==> src/rtl/hazard_control_unit.sv <==
// Hazard control unit for a five-stage pipeline.
// Resolves load-use hazards, taken branches and data-memory wait states,
// counts stalled cycles, and latches a fatal error when memory never answers.
module hazard_control_unit #(
    parameter int MEM_TIMEOUT = 255
) (
    input  logic        clk,
    input  logic        rst,
    input  logic        ID_EX_MemRead,
    input  logic [4:0]  ID_EX_RD,
    input  logic [4:0]  IF_ID_RS1,
    input  logic [4:0]  IF_ID_RS2,
    input  logic        IF_ID_UsesRS2,
    input  logic        Branch_Taken,
    input  logic        EX_MEM_MemReq,
    input  logic        Mem_Ready,
    output logic        PC_Write,
    output logic        IF_ID_Write,
    output logic        IF_ID_Flush,
    output logic        ID_EX_Bubble,
    output logic        Pipe_Hold,
    output logic        Mem_Timeout,
    output logic [15:0] Stall_Count,
    output logic [1:0]  State
);

    typedef enum logic [1:0] {
        RUN        = 2'b00,
        LOAD_STALL = 2'b01,
        MEM_WAIT   = 2'b10,
        ERROR      = 2'b11
    } state_t;

    // Wait-counter value seen during the last allowed MEM_WAIT cycle.
    localparam logic [7:0] WAIT_LAST = 8'(MEM_TIMEOUT - 1);

    state_t      state_q, state_d;
    logic [7:0]  wait_q, wait_d;
    logic [15:0] stall_q;
    logic        load_use, mem_stall;

    // x0 is never a real dependency; RS2 only matters when the ID instruction reads it.
    assign load_use  = ID_EX_MemRead && (ID_EX_RD != 5'd0) &&
                       ((ID_EX_RD == IF_ID_RS1) ||
                        (IF_ID_UsesRS2 && (ID_EX_RD == IF_ID_RS2)));
    // Mem_Ready only means something while a request is outstanding.
    assign mem_stall = EX_MEM_MemReq && !Mem_Ready;

    // Next-state, wait counter and pipeline control outputs.
    always_comb begin
        PC_Write     = 1'b1;
        IF_ID_Write  = 1'b1;
        IF_ID_Flush  = 1'b0;
        ID_EX_Bubble = 1'b0;
        Pipe_Hold    = 1'b0;
        Mem_Timeout  = 1'b0;
        state_d      = state_q;
        wait_d       = wait_q;

        if (state_q == ERROR) begin
            PC_Write    = 1'b0;
            IF_ID_Write = 1'b0;
            Pipe_Hold   = 1'b1;
            Mem_Timeout = 1'b1;
        end else if (mem_stall) begin
            PC_Write    = 1'b0;
            IF_ID_Write = 1'b0;
            Pipe_Hold   = 1'b1;
            if (state_q == MEM_WAIT) begin
                if (wait_q == WAIT_LAST) begin
                    state_d = ERROR;
                    wait_d  = 8'd0;
                end else begin
                    wait_d  = wait_q + 8'd1;
                end
            end else begin
                state_d = MEM_WAIT;
                wait_d  = 8'd0;
            end
        end else begin
            // Leaving (or never entering) MEM_WAIT: counter starts fresh next time.
            wait_d = 8'd0;
            if (Branch_Taken) begin
                // ID holds a wrong-path instruction, so any load-use hit is moot.
                IF_ID_Flush  = 1'b1;
                ID_EX_Bubble = 1'b1;
                state_d      = RUN;
            end else if (load_use && (state_q != LOAD_STALL)) begin
                // One bubble is enough for the load to reach MEM; never stall twice.
                PC_Write     = 1'b0;
                IF_ID_Write  = 1'b0;
                ID_EX_Bubble = 1'b1;
                state_d      = LOAD_STALL;
            end else begin
                state_d      = RUN;
            end
        end

        if (rst) begin
            PC_Write     = 1'b1;
            IF_ID_Write  = 1'b1;
            IF_ID_Flush  = 1'b0;
            ID_EX_Bubble = 1'b0;
            Pipe_Hold    = 1'b0;
            Mem_Timeout  = 1'b0;
            state_d      = RUN;
            wait_d       = 8'd0;
        end
    end

    // State and wait counter registers.
    always_ff @(posedge clk) begin
        if (rst) begin
            state_q <= RUN;
            wait_q  <= 8'd0;
        end else begin
            state_q <= state_d;
            wait_q  <= wait_d;
        end
    end

    // Saturating count of cycles in which the PC was frozen.
    always_ff @(posedge clk) begin
        if (rst)
            stall_q <= 16'd0;
        else if (!PC_Write && (stall_q != 16'hFFFF))
            stall_q <= stall_q + 16'd1;
    end

    assign State       = state_q;
    assign Stall_Count = stall_q;

endmodule
==> config.mk <==
export PLATFORM = sky130hd
export DESIGN_NAME = hazard_control_unit
export DESIGN_NICKNAME = d
export VERILOG_FILES = /design/src/rtl/hazard_control_unit.sv
export SDC_FILE = /design/constraint.sdc
export NUM_CORES = 1
export LEC_CHECK = 0
export BUFFER_PORTS_ARGS = -buffer_cell sky130_fd_sc_hd__buf_2
export CAP_MARGIN = 20
export CORE_MARGIN = 2
export CORE_UTILIZATION = 50
export CTS_BUF_LIST = sky130_fd_sc_hd__clkbuf_2 sky130_fd_sc_hd__clkbuf_4 sky130_fd_sc_hd__clkbuf_8
export DETAILED_ROUTE_END_ITERATION = 16
export GPL_TIMING_DRIVEN = 0
export MAX_ROUTING_LAYER = met4
export PLACE_DENSITY = 0.85
export SYNTH_ARGS = -nofsm -noshare
export SYNTH_HDL_FRONTEND = slang
export SYNTH_SLANG_ARGS = --single-unit
==> constraint.sdc <==
create_clock -name clk -period 4.63 [get_ports clk]
set_clock_uncertainty 0.2 [all_clocks]
set_input_delay 0.463 -clock clk [delete_from_list [all_inputs] [get_ports clk]]
set_output_delay 0.463 -clock clk [all_outputs]
set_load 0.02 [all_outputs]
==> results of run 1 <==
## area by class of cell
| class | instances | area [um2] |
|---|---|---|
| multi-input combinational | 131 | 850 |
| buffer | 6 | 28.8 |
| clock buffer | 4 | 36.3 |
| inverter | 6 | 22.5 |
| sequential | 26 | 520 |
| tap | 31 | 38.8 |
| timing repair buffer | 44 | 220 |
| fill | 255 | 1020 |
## cell usage in the layout, fill, tap and decap left out, drive strengths merged
| master | netlist | layout |
|---|---|---|
| mux2 | 2 | 2 |
| a32oi | 1 | 1 |
| o311a | 1 | 1 |
| nor3b | 3 | 3 |
| a31oi | 1 | 1 |
| a2111oi | 1 | 1 |
| or4 | 3 | 3 |
| a21o | 2 | 2 |
| xnor2 | 15 | 15 |
| nand2b | 1 | 1 |
| nand2 | 13 | 13 |
| o41ai | 1 | 1 |
| inv | 6 | 6 |
| or3 | 1 | 1 |
| xor2 | 13 | 13 |
| or2 | 1 | 1 |
| nand3 | 8 | 8 |
| clkbuf | 3 | 7 |
| nor4b | 1 | 1 |
| nand4 | 4 | 4 |
| nor3 | 7 | 7 |
| ha | 3 | 3 |
| and3 | 1 | 1 |
| a21oi | 5 | 5 |
| dfxtp | 26 | 26 |
| o21ai | 3 | 3 |
| nor2 | 34 | 34 |
| nor4 | 4 | 4 |
| buf | 3 | 47 |
| o221ai | 1 | 1 |
| nor2b | 1 | 1 |
## metrics by stage
stage | hold slack [ps] | util | instances | power (mW)
2_1_floorplan | 279 | - | 169 | 0.264
3_3_place_gp | 287 | 0.615 | 244 | 0.283
3_5_place_dp | 294 | 0.615 | 244 | 0.283
4_1_cts | 313 | 0.628 | 248 | 0.396
5_1_grt | 357 | 0.628 | 248 | 0.408
6_report | 313 | 0.628 | 248 | 0.393
## report_power, final
part | total, mW | switching [mW] | internal (mW)
Combinational | 0.0489 | 0.0280 | 0.0210
Sequential | 0.229 | 0.00325 | 0.226
Clock | 0.114 | 0.0663 | 0.0481
Total | 0.393 | 0.0976 | 0.295
## tightest hold or removal path, stage by stage (launching register included)
cell and delay, ps:
dfxtp_1 360, o41ai_1 70, a21oi_1 60
## kinds of logic (layout without fill, tap and decap cells)
logic type	Yosys count	in the layout	synth area share
and+or+nand+nor	82	82	0.296
xor gates and xnor gates	28	28	0.173
DFF	26	26	0.366
AOI/OAI and AO/OA	16	16	0.0871
buffers and inverters	12	60	0.0361
adders and majority gates	3	3	0.0264
muxes	2	2	0.0158
## final timing paths
kind,start,endpoint,slack (ps),cells after the start
worst min-delay path,Stall_Count[14],Stall_Count[14],310,2
worst max register to register,Stall_Count[0],Stall_Count[12],2120,8
worst min register to register,Stall_Count[14],Stall_Count[14],310,2
worst max-delay path,ID_EX_RD[3],PC_Write,1550,9
## flip-flops by register name (all words and copies together), names as in the netlist
| register | flops |
|---|---|
| wait_q | 8 |
| State | 2 |
| Stall_Count | 16 |
## routing by layer
layer  vias up  GRT usage
li1        674          -
met1       632      0.258
met2        24      0.350
met3         4     0.0295
met4         0     0.0664
met5         -          -
==> out/metrics.csv, run 1 <==
stage,metric,value,unit
timing,setup TNS,0,ps
floorplan,Initial Util,0.520,
detailed_routing,Met1 Wirelength,1370,um
placed_design,routability-driven placement congestion ratio,0.781,
logic_synthesis,cell taking the most area after synthesis,dfxtp_1,
timing,crit share post-route,0.665,
detailed_routing,detailed-route DRC error count,0,
logic_synthesis,mean post-synth cell area,8.41,um2
detailed_routing,Vias,1334,
pwr,Pwr Density,229,nW/um2
timing,Fin. Hold Viols,0,
timing,fmax,325,MHz
clock_tree,TritonCTS clock tree,yes,
logic_synthesis,ys flop type,dfxtp_1,
detailed_routing,wire length on met2,1480,um
layout,design area,1720,um2
clock_tree,clock sink count,26,
critical_path,crit path cell chain,"buf_2, xor2_1, nor4_2, a32oi_1, o311a_4, buf_2, or2_2, buf_4, buf_2",
logic_synthesis,"Warnings, synthesis",0,
global_routing,total congestion overflow,0,
detailed_routing,top layer in use,met4,
logic_synthesis,Post-Syn Instances,169,
timing,Slew headroom,0.700,
critical_path,Critical Path Most Common Cell,buf_2,
global_routing,largest net degree at the start of global routing,15,
critical_path,Crit Path Max Fanout,10,
floorplan,DIE HEIGHT,57.3,um
clock_tree,worst skew pair latency,320,ps
critical_path,startpoint class of the critical path,input pin,
logic_synthesis,"count leader, synth",nor2_1,
floorplan,die area,3290,um2
timing,Least-Margin Pin Slew,450,ps
logic_synthesis,Synthesized Nets,194,
critical_path,Buf/Inv on CP,4,
floorplan,die width,57.3,um
critical_path,Setup CP Type,input pin to output pin,
clock_tree,H-tree depth,1,
detailed_routing,1st-pass router iterations,4,
hold_path,Hold WC Path Type,register to register,
placed_design,Post-DP Area,1680,um2
layout,share of cells above drive strength 1,0.267,
global_routing,antenna violations before repair,0,
critical_path,max incr delay on CP,430,ps
floorplan,# rows,19,
placed_design,I/O Buffers,44,
clock_tree,Setup Buffers After CTS,0,
global_routing,GRT Resource Usage Total,0.208,
logic_synthesis,Yosys cell types,33,
status,status,finished clean,
logic_synthesis,Post-synth EDFFs,0,
clock_tree,total CTS buffers,3,
critical_path,slowest cell on the critical path,o311a_4,
clock_tree,cts hold-fix bufs,0,
layout,Final nets,243,
layout,area delta synth->final,20.8,%
logic_synthesis,flip-flop and latch count after synthesis,26,
logic_synthesis,cells taking the most area after synthesis,"dfxtp_1 (37%), xnor2_1 (9.2%), nor2_1 (9.0%)",
critical_path,largest delay contributor family on the critical path,compound AO/OA/AOI/OAI gates,
clock_tree,Resize count post-CTS,0,
timing,post-route setup slack,1550,ps
global_routing,vias in the first global route,1242,
logic_synthesis,synth cell count leaders,"nor2_1 (34), dfxtp_1 (26), xnor2_1 (15), nand2_1 (13), xor2_1 (13)",
critical_path,Worst EP required,3970,ps
global_routing,global-route wire length before repair,5310,um
timing,RSZ-0062 raised after global routing,no,
timing,max-slew violations,0,
pwr,maximum resistive drop on vdd,0.200,mV
logic_synthesis,Post-synth ARST share,0,
detailed_routing,DRT antenna net count,0,
pwr,leakage,0.680,nW
job,max-cap violation count,0,
critical_path,crit path DAT,2420,ps
floorplan,I/O pins,46,
detailed_routing,initial DRC count,24,
clock_tree,root buffer cell,clkbuf_4,
timing,"Min Clock Period, post-route",3080,ps
detailed_routing,Via density,5.38,
logic_synthesis,"Cell Area, Synth",1420,um2
logic_synthesis,share of the synthesized area in the top cell type,0.366,
floorplan,core box area,2730,um2
clock_tree,Clock Path Buffers,2,
layout,number of diodes,0,
detailed_routing,met3 WL,95,um
detailed_routing,final wirelength,2980,um
logic_synthesis,register area share after synthesis,0.366,
clock_tree,clock-pin slew of the registers on the worst-case setup and hold paths,140,ps
timing,Final setup viols,0,
placed_design,pre-CTS setup slack,1550,ps
detailed_routing,wire length per cell,12.0,um
critical_path,CP Capture Type,output pin,
placed_design,DP Wirelength,2370,um
(Power assumes the default switching activity.)
==> run 2, diff against run 1 <==
--- a/config.mk
+++ b/config.mk
@@ -5,15 +5,16 @@
 export SDC_FILE = /design/constraint.sdc
 export NUM_CORES = 1
 export LEC_CHECK = 0
+export ABC_AREA = 1
 export BUFFER_PORTS_ARGS = -buffer_cell sky130_fd_sc_hd__buf_2
 export CAP_MARGIN = 20
 export CORE_MARGIN = 2
-export CORE_UTILIZATION = 50
+export CORE_UTILIZATION = 49
 export CTS_BUF_LIST = sky130_fd_sc_hd__clkbuf_2 sky130_fd_sc_hd__clkbuf_4 sky130_fd_sc_hd__clkbuf_8
 export DETAILED_ROUTE_END_ITERATION = 16
 export GPL_TIMING_DRIVEN = 0
 export MAX_ROUTING_LAYER = met4
-export PLACE_DENSITY = 0.85
+export PLACE_DENSITY = 0.84
 export SYNTH_ARGS = -nofsm -noshare
 export SYNTH_HDL_FRONTEND = slang
 export SYNTH_SLANG_ARGS = --single-unit
==> constraint.sdc (replaced) <==
create_clock -name clk -period 2.8 [get_ports clk]
set_clock_uncertainty 0.2 [all_clocks]
set_input_delay 0.28 -clock clk [delete_from_list [all_inputs] [get_ports clk]]
set_output_delay 0.28 -clock clk [all_outputs]
set_load 0.02 [all_outputs]
==> run 2 against run 1 <==
Critical path depth rose by 1. Sequential cell count unchanged. Via count up 33%. Non-clock buffer count increased by 1. Critical endpoint unchanged. Largest cell class unchanged. Largest power group unchanged. Highest routed layer unchanged.
==> out/metrics.csv, run 2 <==
stage,metric,value,unit
global_routing,total congestion overflow,0,
logic_synthesis,synth cell count leaders,"nand2_1 (73), inv_1 (36), nor2_1 (30), nand3_1 (29), dfxtp_1 (26)",
placed_design,I/O Buffers,45,
critical_path,max incr delay on CP,400,ps
layout,Final Non-Filler Cells,362,
floorplan,die width,62.9,um
timing,Fin. Hold Viols,0,
floorplan,I/O pins,46,
global_routing,vias in the first global route,1704,
logic_synthesis,Yosys cell types,27,
floorplan,DIE HEIGHT,62.9,um
global_routing,largest net degree at the start of global routing,16,
detailed_routing,1st-pass router iterations,5,
clock_tree,worst skew pair latency,330,ps
timing,Least-Margin Pin Slew,617,ps
clock_tree,total CTS buffers,3,
layout,most frequent cells in the layout,"nand2_1 (73), buf_2 (46), inv_1 (36)",
logic_synthesis,cell taking the most area after synthesis,dfxtp_1,
logic_synthesis,Synthesized Nets,292,
logic_synthesis,ys flop type,dfxtp_1,
layout,area delta synth->final,20.0,%
logic_synthesis,Post-synth ARST share,0,
layout,share of cells above drive strength 1,0.190,
timing,Slew headroom,0.587,
status,status,finished clean,
critical_path,Buf/Inv on CP,6,
floorplan,# rows,21,
critical_path,CP Capture Type,output pin,
logic_synthesis,Post-Syn Instances,267,
critical_path,Critical Path Most Common Cell,inv_1,
job,max-cap violation count,0,
clock_tree,Clock Path Buffers,2,
logic_synthesis,register area share after synthesis,0.307,
detailed_routing,wire length per cell,10.9,um
pwr,Pwr Density,357,nW/um2
timing,max-slew violations,0,
timing,Final setup viols,0,
critical_path,crit path DAT,2110,ps
timing,crit share post-route,0.926,
detailed_routing,Via density,4.88,
logic_synthesis,Post-synth EDFFs,0,
clock_tree,TritonCTS clock tree,yes,
detailed_routing,initial DRC count,81,
global_routing,global-route wire length before repair,7290,um
timing,fmax,386,MHz
layout,"most common cell after layout, fill and taps aside",nand2_1,
critical_path,Crit Path Max Fanout,10,
logic_synthesis,"Cell Area, Synth",1700,um2
logic_synthesis,mean post-synth cell area,6.36,um2
logic_synthesis,"Warnings, synthesis",0,
detailed_routing,detailed-route DRC error count,0,
critical_path,Worst EP required,2320,ps
layout,area of the multi-input gates,1000,um2
logic_synthesis,cells taking the most area after synthesis,"dfxtp_1 (31%), nand2_1 (16%), nand3_1 (8.5%)",
floorplan,Initial Util,0.509,
logic_synthesis,"count leader, synth",nand2_1,
timing,"Min Clock Period, post-route",2590,ps
pwr,maximum resistive drop on vdd,0.279,mV
global_routing,antenna violations before repair,0,
hold_path,Hold WC Path Type,input pin to register,
layout,Storage cell area,520,um2
pwr,leakage,0.973,nW
layout,Fillers,344,
critical_path,Setup CP Type,register to output pin,
clock_tree,Setup Buffers After CTS,0,
layout,flip-flop count of the largest register after layout,16,
clock_tree,H-tree depth,1,
layout,number of diodes,0,
logic_synthesis,flip-flop and latch count after synthesis,26,
placed_design,DP Wirelength,3040,um
placed_design,placed insts,358,
critical_path,largest delay contributor family on the critical path,buffers and inverters,
placed_design,routability-driven placement congestion ratio,0.857,
critical_path,crit path cell chain,"nand2_1, inv_1, nor2_2, nor2_1, inv_1, nand2_1, clkbuf_4, inv_1, buf_4, buf_2",
logic_synthesis,share of the synthesized area in the top cell type,0.307,
floorplan,core box area,3340,um2
floorplan,die area,3950,um2
layout,Final Util,0.611,
clock_tree,root buffer cell,clkbuf_4,
global_routing,GRT Resource Usage Total,0.227,
detailed_routing,Vias,1768,
critical_path,startpoint class of the critical path,register,
clock_tree,clock-pin slew of the registers on the worst-case setup and hold paths,140,ps
layout,Final nets,342,
detailed_routing,final wirelength,3940,um
detailed_routing,DRT antenna net count,0,
critical_path,slowest cell on the critical path,dfxtp_1,
clock_tree,clock sink count,26,
==> run 2: layer usage <==
layer | vias to the layer above | global-route usage | wire length, um
met1 | 784 | 0.265 | 1790
met3 | 6 | 0.0523 | 168
met5 | - | - | 0
met4 | 0 | 0.0639 | 40
met2 | 33 | 0.388 | 1940
li1 | 945 | - | -
==> run 2: final timing paths <==
kind,startpoint,to,slack [ps],cells past startpoint
hold / removal,rst,Stall_Count[0],110,4
setup reg to reg,Stall_Count[0],Stall_Count[14],600,10
hold reg to reg,wait_q[0],wait_q[0],300,2
setup / recovery,State[0],PC_Write,210,10
==> run 2: kinds of logic (layout without fill, tap and decap cells) <==
logic type,count (synthesis),count (layout),synth area share
compound gates,22,22,0.0685
xor+xnor,16,16,0.0825
fa+ha+maj,3,3,0.0221
buf+inv,43,92,0.103
flops,26,26,0.307
simple gates,157,157,0.417
==> run 2: through the flow <==
stage | setup TNS, ps | hold slack [ps] | setup WS, ps | area, um2 | total power [mW]
detailed placement | 0 | 274 | 511 | 1980 | 0.474
global placement | 0 | 270 | 510 | 1980 | 0.472
global route | -11.9 | 118 | -11.9 | 2040 | 0.760
finish | 0 | 109 | 207 | 2040 | 0.728
floorplan | 0 | 257 | 430 | 1700 | 0.439
CTS | 0 | 103 | 183 | 2030 | 0.732
==> run 2: power breakdown <==
part	internal, mW	switching (mW)
registers	0.373	0.00381
clock network	0.145	0.116
logic	0.0343	0.0556
total	0.552	0.175
==> run 2: area by class of cell <==
cell class                 instances  area share
clock inverter                     1      0.0147
multi-input combinational        198       0.493
inverter                          37      0.0681
timing repair buffer              45       0.110
clock buffer                       3      0.0110
buffer                             6      0.0190
sequential                        26       0.255
tap                               46      0.0282
==> run 2: repair_timing <==
item | 4_1_cts | 5_1_grt
gates resized for setup | 0 | 2
setup endpoints to repair | 0 | 1
hold buffers | 0 | 0
==> run 2: worst register-to-register path, delay by kind of cell (launching register included) <==
kind / cells / cell delay [ps]
compound gates: 1 / 110
flops: 1 / 460
buf+inv: 1 / 150
simple gates: 7 / 960
fa+ha+maj: 1 / 260
==> run 3, diff against run 2 <==
--- a/config.mk
+++ b/config.mk
@@ -8,13 +8,15 @@
 export ABC_AREA = 1
 export BUFFER_PORTS_ARGS = -buffer_cell sky130_fd_sc_hd__buf_2
 export CAP_MARGIN = 20
+export CELL_PAD_IN_SITES_DETAIL_PLACEMENT = 1
+export CELL_PAD_IN_SITES_GLOBAL_PLACEMENT = 1
 export CORE_MARGIN = 2
-export CORE_UTILIZATION = 49
+export CORE_UTILIZATION = 33
 export CTS_BUF_LIST = sky130_fd_sc_hd__clkbuf_2 sky130_fd_sc_hd__clkbuf_4 sky130_fd_sc_hd__clkbuf_8
 export DETAILED_ROUTE_END_ITERATION = 16
 export GPL_TIMING_DRIVEN = 0
 export MAX_ROUTING_LAYER = met4
-export PLACE_DENSITY = 0.84
+export PLACE_DENSITY = 0.83
 export SYNTH_ARGS = -nofsm -noshare
 export SYNTH_HDL_FRONTEND = slang
 export SYNTH_SLANG_ARGS = --single-unit
==> run 3 against run 2 <==
Register-to-register slack worse by 20 ps. First-iteration DRC count is 65% lower. Sequential power hardly changed. Clock-buffer cell count stayed put. Largest power group unchanged. Highest routed layer unchanged.
==> out/metrics.csv, run 3 (synthesis results as in run 2) <==
stage,metric,value,unit
status,status,finished clean,
clock_tree,clock-pin slew of the registers on the worst-case setup and hold paths,100,ps
timing,Least-Margin Pin Slew,667,ps
clock_tree,total CTS buffers,3,
global_routing,antenna violations before repair,0,
job,max-cap violation count,0,
floorplan,Initial Util,0.337,
hold_path,Hold WC Path Type,input pin to register,
timing,Hold WS,182,ps
layout,design area,2090,um2
floorplan,# rows,26,
timing,"Min Clock Period, post-route",2550,ps
detailed_routing,initial DRC count,28,
pwr,leakage,0.981,nW
layout,Final Non-Filler Cells,386,
pwr,Logic pwr share,0.119,
critical_path,FF-to-FF setup slack,580,ps
pwr,Flop pwr share,0.481,
layout,area delta synth->final,22.9,%
timing,RSZ-0062 raised after global routing,no,
hold_path,min-delay src,Mem_Ready,
placed_design,routability-driven placement congestion ratio,0.800,
layout,flip-flop count of the largest register after layout,16,
clock_tree,worst skew pair latency,270,ps
critical_path,Setup crit start,State[1],
clock_tree,clock sink count,26,
timing,fmax,392,MHz
pwr,switching share of power,0.236,
pwr,power share of the clock group,0.401,
critical_path,R2R cell count,10,
critical_path,FF-to-FF End,Stall_Count[11],
floorplan,I/O pins,46,
clock_tree,H-tree depth,1,
critical_path,startpoint class of the critical path,register,
critical_path,Crit Reg-Reg Startpoint,Stall_Count[0],
detailed_routing,wire length per cell,11.9,um
timing,Final setup viols,0,
floorplan,die area,5740,um2
critical_path,Worst EP required,2320,ps
critical_path,Setup CP Type,register to output pin,
detailed_routing,DRT antenna net count,0,
placed_design,placed insts,382,
clock_tree,TritonCTS clock tree,yes,
timing,max-slew violations,0,
layout,share of cells above drive strength 1,0.190,
detailed_routing,Via density,4.63,
critical_path,CP Capture Type,output pin,
layout,most frequent cells in the layout,"nand2_1 (73), buf_2 (46), inv_1 (36)",
detailed_routing,Vias,1787,
placed_design,I/O Buffers,45,
pwr,internal power,0.598,mW
detailed_routing,1st-pass router iterations,4,
layout,"most common cell after layout, fill and taps aside",nand2_1,
timing,Slew headroom,0.553,
placed_design,Post-DP Area,2010,um2
critical_path,Crit Path Max Fanout,10,
timing,crit share post-route,0.911,
clock_tree,Clock Path Buffers,2,
global_routing,global-route wire length before repair,8130,um
global_routing,GRT Resource Usage Total,0.185,
layout,number of diodes,0,
floorplan,core box area,5040,um2
detailed_routing,detailed-route DRC error count,0,
floorplan,DIE HEIGHT,75.7,um
layout,Final nets,342,
floorplan,die width,75.7,um
global_routing,total congestion overflow,0,
critical_path,crit path DAT,2070,ps
timing,Fin. Hold Viols,0,
clock_tree,root buffer cell,clkbuf_8,
global_routing,vias in the first global route,1794,
layout,Fillers,684,
detailed_routing,final wirelength,4610,um
pwr,maximum resistive drop on vdd,0.177,mV
pwr,NetSw,0.184,mW
placed_design,DP Wirelength,3660,um
critical_path,crit path to,PC_Write,
global_routing,largest net degree at the start of global routing,16,
pwr,Pwr Density,375,nW/um2
timing,setup TNS,0,ps
run 3: cell count changes in the layout (fill, tap and decap cells not counted):
cell      previous run  this run
clkbuf_4             4         1
clkbuf_8             0         3
run 3: timing repair:
action | 4_1_cts | 5_1_grt
hold buffers | 0 | 0
gates resized for setup | 0 | 2
buffers inserted | 0 | 0
setup endpoints to repair | 0 | 1
run 3: final cells by class:
type                    instances  area (um2)  share of cell area
clock buffers                   3        41.3              0.0198
well taps                      70        87.6              0.0420
plain buffers                   6        38.8              0.0186
inverters                      37         139              0.0665
multi-input cells             198        1000               0.481
clock inverters                 1        30.0              0.0144
repair buffers                 45         225               0.108
flip-flops and latches         26         520               0.249
run 3: metal layers:
layer,part of all wire,global-route usage,wire length [um]
met5,0,-,0
met4,0.0048,0.0175,22
met3,0.023,0.0344,108
met2,0.51,0.325,2330
met1,0.46,0.230,2140
run 3: power groups by stage:
stage          combinational [mW]  sequential, mW  clock, mW
2_1_floorplan              0.0512           0.388          0
3_3_place_gp               0.0901           0.385          0
3_5_place_dp               0.0930           0.385          0
4_1_cts                    0.0934           0.376      0.326
5_1_grt                     0.106           0.377      0.342
6_report                   0.0928           0.376      0.314
run 3: worst min path at each step:
stage                     depth (start not counted)              to  slack, ps
after floorplan                                   2       wait_q[0]        260
after global placement                            2       wait_q[0]        270
after detailed placement                          2       wait_q[0]        290
after CTS                                         5        State[0]        170
after global routing                              4  Stall_Count[0]        220
final                                             5        State[0]        180
run 3: per-stage QoR:
step / utilization / setup WS [ps] / power [mW]
after global placement: 0.399 / 448 / 0.475
after CTS: 0.413 / 169 / 0.796
after global routing: 0.414 / 16.9 / 0.825
final: 0.414 / 250 / 0.783
after floorplan: - / 430 / 0.439
after detailed placement: 0.399 / 434 / 0.478
run 3: worst max-delay path, cell delays in order (launching register included):
cell and delay, ps:
dfxtp_1 380, nand2_1 120, inv_1 150, nor2_2 90
nor2_1 120, inv_1 50, nand2_1 230, clkbuf_4 270
inv_1 100, buf_4 130, buf_2 150
